`src/rtl/pokey_audio_channel_if.sv`:
```
// Register-write bus for one POKEY audio channel: AUDF/AUDC write strobes,
// shared write data and the STIMER counter-reload strobe.
interface pokey_audio_channel_if;
  logic       audf_wr;
  logic       audc_wr;
  logic [7:0] din;
  logic       stimer;

  modport master (output audf_wr, output audc_wr, output din, output stimer);
  modport slave  (input  audf_wr, input  audc_wr, input  din, input  stimer);
endinterface

```
`src/rtl/pokey_audio_channel.sv`:
```
// One POKEY audio channel: AUDF+1 tick divider, poly-stream distortion gating,
// optional high-pass flip-flop and a registered volume stage for the mixer.
module pokey_audio_channel #(
  parameter int VOL_W = 4
) (
  input  logic                  clk,
  input  logic                  reset_n,
  input  logic                  ce,
  input  logic                  base_tick,
  pokey_audio_channel_if.slave  bus,
  input  logic                  poly4_bit,
  input  logic                  poly5_bit,
  input  logic                  poly17_bit,
  input  logic                  hp_enable,
  input  logic                  hp_clock,
  output logic                  timer_pulse,
  output logic                  chan_bit,
  output logic [VOL_W-1:0]      volume_out
);

  logic [7:0]       r_audf;
  logic [7:0]       r_audc;
  logic [7:0]       r_counter;
  logic             r_chan_ff;
  logic             r_hp_ff;
  logic             r_timer_pulse;
  logic [VOL_W-1:0] r_volume;

  logic             w_expire;
  logic             w_gate;
  logic             w_chan_ff_next;
  logic             w_chan_bit;

  // STIMER wins over base_tick, so a simultaneous reload never expires.
  assign w_expire = ce & base_tick & ~bus.stimer & (r_counter == 8'd0);
  assign w_gate   = r_audc[7] | poly5_bit;

  always_comb begin
    w_chan_ff_next = r_chan_ff;
    if (w_expire && w_gate) begin
      if (r_audc[5])
        w_chan_ff_next = ~r_chan_ff;
      else
        w_chan_ff_next = r_audc[6] ? poly4_bit : poly17_bit;
    end
  end

  assign w_chan_bit = hp_enable ? (r_chan_ff ^ r_hp_ff) : r_chan_ff;

  always_ff @(posedge clk or negedge reset_n) begin
    if (!reset_n) begin
      r_audf <= 8'd0;
      r_audc <= 8'd0;
    end else if (ce) begin
      if (bus.audf_wr) r_audf <= bus.din;
      if (bus.audc_wr) r_audc <= bus.din;
    end
  end

  always_ff @(posedge clk or negedge reset_n) begin
    if (!reset_n) begin
      r_counter <= 8'd0;
    end else if (ce) begin
      if (bus.stimer || w_expire)
        r_counter <= r_audf;
      else if (base_tick)
        r_counter <= r_counter - 8'd1;
    end
  end

  // The pulse is cleared on any edge with ce low, not merely held.
  always_ff @(posedge clk or negedge reset_n) begin
    if (!reset_n) r_timer_pulse <= 1'b0;
    else          r_timer_pulse <= w_expire;
  end

  always_ff @(posedge clk or negedge reset_n) begin
    if (!reset_n) begin
      r_chan_ff <= 1'b0;
      r_hp_ff   <= 1'b0;
    end else if (ce) begin
      r_chan_ff <= w_chan_ff_next;
      if (!hp_enable)
        r_hp_ff <= 1'b0;
      else if (hp_clock)
        r_hp_ff <= r_chan_ff;
    end
  end

  always_ff @(posedge clk or negedge reset_n) begin
    if (!reset_n) begin
      r_volume <= '0;
    end else if (ce) begin
      if (r_audc[4] || w_chan_bit)
        r_volume <= VOL_W'(r_audc[3:0]);
      else
        r_volume <= '0;
    end
  end

  assign timer_pulse = r_timer_pulse;
  assign chan_bit    = w_chan_bit;
  assign volume_out  = r_volume;

endmodule
```
`src/flat_wrapper.sv`:
```
// flat-port wrapper written by rule: the top's interface ports become plain ports
module pokey_audio_channel_flat 
#(
  parameter int VOL_W = 4
)
  (clk, reset_n, ce, base_tick, poly4_bit, poly5_bit, poly17_bit, hp_enable, hp_clock, timer_pulse, chan_bit, volume_out, bus_audf_wr, bus_audc_wr, bus_din, bus_stimer);
  pokey_audio_channel_if bus_i ();
  input  logic clk;
  input  logic reset_n;
  input  logic ce;
  input  logic base_tick;
  input  logic poly4_bit;
  input  logic poly5_bit;
  input  logic poly17_bit;
  input  logic hp_enable;
  input  logic hp_clock;
  output logic timer_pulse;
  output logic chan_bit;
  output logic [VOL_W-1:0] volume_out;
  input wire logic [$bits(bus_i.audf_wr)-1:0] bus_audf_wr;
  input wire logic [$bits(bus_i.audc_wr)-1:0] bus_audc_wr;
  input wire logic [$bits(bus_i.din)-1:0] bus_din;
  input wire logic [$bits(bus_i.stimer)-1:0] bus_stimer;
  assign bus_i.audf_wr = bus_audf_wr;
  assign bus_i.audc_wr = bus_audc_wr;
  assign bus_i.din = bus_din;
  assign bus_i.stimer = bus_stimer;
  pokey_audio_channel #(.VOL_W(VOL_W)) u_core (.clk(clk), .reset_n(reset_n), .ce(ce), .base_tick(base_tick), .bus(bus_i), .poly4_bit(poly4_bit), .poly5_bit(poly5_bit), .poly17_bit(poly17_bit), .hp_enable(hp_enable), .hp_clock(hp_clock), .timer_pulse(timer_pulse), .chan_bit(chan_bit), .volume_out(volume_out));
endmodule
```
`config.mk`:
```
export PLATFORM = sky130hd
export DESIGN_NAME = pokey_audio_channel_flat
export DESIGN_NICKNAME = d
export VERILOG_FILES = /design/src/rtl/pokey_audio_channel_if.sv /design/src/rtl/pokey_audio_channel.sv /design/src/flat_wrapper.sv
export SDC_FILE = /design/constraint.sdc
export NUM_CORES = 1
export LEC_CHECK = 0
export BUFFER_PORTS_ARGS = -buffer_cell sky130_fd_sc_hd__buf_2
export CAP_MARGIN = 5
export CORE_ASPECT_RATIO = 2
export CORE_MARGIN = 2
export CORE_UTILIZATION = 40
export CTS_BUF_LIST = sky130_fd_sc_hd__clkbuf_4 sky130_fd_sc_hd__clkbuf_8
export DETAILED_ROUTE_END_ITERATION = 8
export PLACE_DENSITY = 0.59
export REMOVE_ABC_BUFFERS = 1
export SLEW_MARGIN = 5
export SYNTH_ARGS = -nofsm -noshare
export SYNTH_HDL_FRONTEND = slang
export SYNTH_SLANG_ARGS = --single-unit
```
`constraint.sdc`:
```
create_clock -name clk -period 4 [get_ports clk]
set_input_delay 0.2 -clock clk [delete_from_list [all_inputs] [get_ports clk]]
set_output_delay 0.2 -clock clk [all_outputs]
set_load 0.02 [all_outputs]
```
### Word level (Yosys, flattened, before mapping)

Index checks and enable logic that the tools add are counted.

* memories: 0
* word-level logic and storage cells: 34
* bits in read-only memories: 0
* latch bits: 0
* bits in writable memories: 0
* input bits: 20
* bits in registers: 31

* $lt $le $gt $ge: 0
* eq/ne operators: 1
* mux-type cells: 8
* multipliers: 0
* bitwise logic cells: 7
* shift operators: 0
* div/mod/pow operators: 0
* reductions and logical operators: 10
* add/subtract/negate cells: 1

Operators by type and width (number)
* $mux W8: 2
* $reduce_and A2 Y1: 5
* $logic_not A8 Y1: 1
* $sub A8 B1 Y8 const B: 1
* $mux W1: 5
* $mux W4: 1
* $and A1 B1 Y1: 3
* $logic_or A1 B1 Y1: 2
* $ne A2 B1 Y1 const B: 1
* $not A1 Y1: 2
* $reduce_bool A2 Y1: 1
* $logic_and A1 B1 Y1: 1
* $or A1 B1 Y1: 1
* $xor A1 B1 Y1: 1

### Depth between registers and ports, before layout

* word-level depth: 6
* gate-level depth with buffers: 6
* mapped depth without buffers: 6

### Worst setup path after synthesis

Ideal clock, no wire load.

* path kind: register -> register
* from: register u_core.r_counter[0]
* to: register u_core.r_counter[6]
* arrival: 1494 ps
* buffers on the path: 0
* stages on the path, launching flop included: 7
* setup time: 96 ps
* period minus slack after synthesis: 1590 ps
* slack: 2410 ps
* cell sequence: dfrtp_1 > inv_1 > ha_1 > or3b_1 > nor3_1 > nor3_1 > nor4_2

* longest elaborated chain between the ends: 5

RTL lines
* start: declaration: line pokey_audio_channel.sv:23 `logic [7:0] r_counter;`
* start signal: assignment: line pokey_audio_channel.sv:65 `r_counter <= r_audf;`
* start signal: assignment: line pokey_audio_channel.sv:67 `r_counter <= r_counter - 8'd1;`
* branches (longest 5 deep; another with $sub A8 B1 Y8)

Several ways; the timed one is not identified. The select of a mux whose other input is x is not followed.
A chain may end at the register's enable or synchronous reset.

### Final worst setup path

* from: register u_core.r_counter[4]
* to: register u_core.r_chan_ff

* longest elaborated chain between the ends: 4

RTL lines
* $logic_not A8 Y1: line pokey_audio_channel.sv:35 `assign w_expire = ce & base_tick & ~bus.stimer & (r_counter == 8'd0);`
* $and A1 B1 Y1: line pokey_audio_channel.sv:35
* $logic_and A1 B1 Y1: line pokey_audio_channel.sv:40 `if (w_expire && w_gate) begin`
* $reduce_and A2 Y1 (no line)
* end signal: assignment: line pokey_audio_channel.sv:82 `r_chan_ff <= w_chan_ff_next;`
* end: declaration: line pokey_audio_channel.sv:24 `logic r_chan_ff;`

No other way between the ends.

==> flow_summary.yaml <==
floorplanning:
  core_area_um2: 3570
  die_area_um2: 4240
  initial_core_util_pct: 41.5
  rows: 31
  num_io_pins: 26
  dieWidth_um: 47.0
  die_y_um: 90.1
yosys:
  yosysUniqueCellTypes: 36
  synth-seq-cells: 31
  synth_top_area_share_pct: 52.4
  synth_area_leader_cell: "dfrtp_1"
  synth-seq-area-share_pct: 52.4
  synth_warnings: 0
  synthCells: 132
  syn_area_um2: 1480
  syn_area_per_cell_um2: 11.2
  synthTopCellsByArea: "dfrtp_1 52%, mux2_2 12%, inv_1 3.0%"
route:
  drtIter0Drc: 27
  drcViolationCount: 0
  vias: 1139
  routed_via_density: 5.40
  ant_nets: 0
  first_pass_iters: 4
  wl_per_cell_um: 15.1
  routed_wl_um: 3190
setup_path:
  r2r_cells: 4
  start_kind: "flip-flop"
  crit_end: "u_core.r_chan_ff"
  path_max_fanout: 7
  r2r_setup_slack_ns: 2.17
  worstReg2RegStart: "u_core.r_counter[4]"
  critical_path.endpoint_type: "flip-flop"
  worstSetupPathType: "reg2reg"
  r2r-end: "u_core.r_chan_ff"
  required_ns: 4.16
  crit_start: "u_core.r_counter[4]"
  arrival_ns: 1.99
cells_and_area:
  final_common_cell: "dfrtp_1"
  final_core_util_pct: 49.1
  fin_nets: 184
  regArea_um2: 776
  fill_cells: 349
  area_growth_pct: 18.2
  layout_common_cells: "31 x dfrtp_1, 25 x buf_2, 16 x mux2_2"
  finalNonFillerCells: 211
  drive_gt1_share_pct: 32.7
  diodes: 0
  multi_input_area_um2: 647
placement:
  hpwl_um: 2440
  gp_congestion: 0.819
  portBuffers: 25
  dp_cells: 203
global_routing:
  grt_pass1_vias: 1134
  grt_use_total_pct: 17.4
  grt_antenna_before_repair: 0
  grt_start_max_net_pins: 32
  grt_pass1_wl_um: 5330
  grt_overflow: 0
clock_tree:
  root_buffer: "clkbuf_8"
  htreeDepth: 2
  tritoncts: "done"
  cts_resized: 0
  clock_sink_count: 31
  clk_path_buf_depth: 2
  cts_buffers: 5
  clk_pin_slew_ns: 0.06
  postCtsSetupRepairBufs: 0
  clk_latency_ns: 0.28
timing:
  finalCriticalPeriod_ns: 1.83
  maxSlewViolCount: 0
  worst_pin_slew_ns: 0.684
  rsz0062_at_grt: "no"
  fmax_ghz: 0.546
  final.setup.tns_ns: 0
  period_share_pct: 45.8
  setup_viol: 0
  slew_headroom_pct: 54.4
  fin_skew_ns: 0.00151
  hold_viol: 0
pwr:
  vdd_drop_max_v: 0.000299
  p_leak_nw: 0.798
  power.density_nw_per_um2: 465
flow_run:
  max_cap_violations: 0
run_status:
  status: "completed"
worst_hold_path:
  hold_path_class: "in2reg"
-- worst min-delay path by stage --
| stage | from | endpoint | slack (ns) | cells past startpoint |
|---|---|---|---|---|
| 6_report | bus_din[1] | u_core.r_audc[1] | 0.17 | 2 |
| 5_1_grt | bus_din[0] | u_core.r_audf[0] | 0.17 | 2 |
| 4_1_cts | bus_din[1] | u_core.r_audc[1] | 0.16 | 2 |
| 3_5_place_dp | reset_n | u_core.r_counter[7] | 0.30 | 1 |
| 3_3_place_gp | reset_n | u_core.r_counter[7] | 0.28 | 1 |
| 2_1_floorplan | reset_n | u_core.r_audc[0] | -0.1 | 0 |
-- layout make-up --
class                      count  area share [%]
inverter                      12            2.57
sequential                    31            44.3
timing repair buffer          26            7.71
clock buffer                   6            4.71
multi-input combinational     86            36.9
clock inverter                 1           0.286
tap                           49            3.50
-- where the power goes --
part	switching, mW	leakage (nW)	total, mW	internal [mW]
sequential	0.0512	0.373	0.417	0.366
combinational	0.0804	0.378	0.154	0.0732
clock	0.109	0.0470	0.244	0.135
-- worst max-delay path, stage by stage (launching register included) --
cell and delay (ns):
dfrtp_1 0.48, nor4_4 0.40, nand3_1 0.21, nor3_1 0.28, mux2_1 0.34
-- metrics by stage --
step / instance area, um2 / hold slack, ns / worst slack [ns] / power, mW
after detailed placement: 1650 / 0.295 / 2.19 / 0.575
after global routing: 1750 / 0.169 / 2.04 / 0.861
after global placement: 1650 / 0.283 / 2.20 / 0.567
final: 1750 / 0.167 / 2.17 / 0.814
after floorplan: 1470 / -0.0956 / 2.41 / 0.517
after CTS: 1750 / 0.161 / 2.17 / 0.823
-- flip-flops by register name, summed over array words and instances (netlist names) --
| signal | cells |
|---|---|
| u_core.r_chan_ff | 1 |
| u_core.r_audf | 8 |
| u_core.r_audc | 8 |
| u_core.timer_pulse | 1 |
| u_core.volume_out | 4 |
| u_core.r_counter | 8 |
| u_core.r_hp_ff | 1 |
-- layer usage --
layer,vias to the layer above,global-route usage (%),wire length [um]
li1,537,-,-
met1,556,20.5,1230
met2,37,27.1,1710
met3,9,4.22,151
met4,0,9.95,97
met5,-,0,0
-- synthesized netlist by cell type, drive strengths merged --
cell type,instances
and4b,1
o211ai,2
nand3b,1
buf,2
nand2,9
mux2i,2
and3,2
nor2b,1
a211oi,1
a31oi,1
o21ai,6
nor2,4
nor3,5
nand4,2
a21boi,1
nand3,5
clkbuf,1
inv,12
a221oi,1
or3b,1
o22ai,5
a21oi,6
ha,2
a31o,1
nor4,3
a2bb2oi,2
o311ai,1
mux2,17
o21a,1
a22oi,1
nand2b,1
xnor2,1
dfrtp,31
-- what timing repair did --
item / 4_1_cts / 5_1_grt
hold buffers: 1 / 0
setup endpoints to repair: 0 / 0
endpoints found under the hold margin: 21 / 0
-- logic make-up after synthesis --
logic type                 after synthesis  synth area share (%)
adders and majority gates                2                  1.69
AOI/OAI and AO/OA                       29                  13.0
xor gates and xnor gates                 1                 0.591
and+or+nand+nor                         35                  14.1
buffers and inverters                   15                  3.97
DFF                                     31                  52.4
muxes                                   19                  14.3
Note: power is estimated with default switching activity, not from simulation.
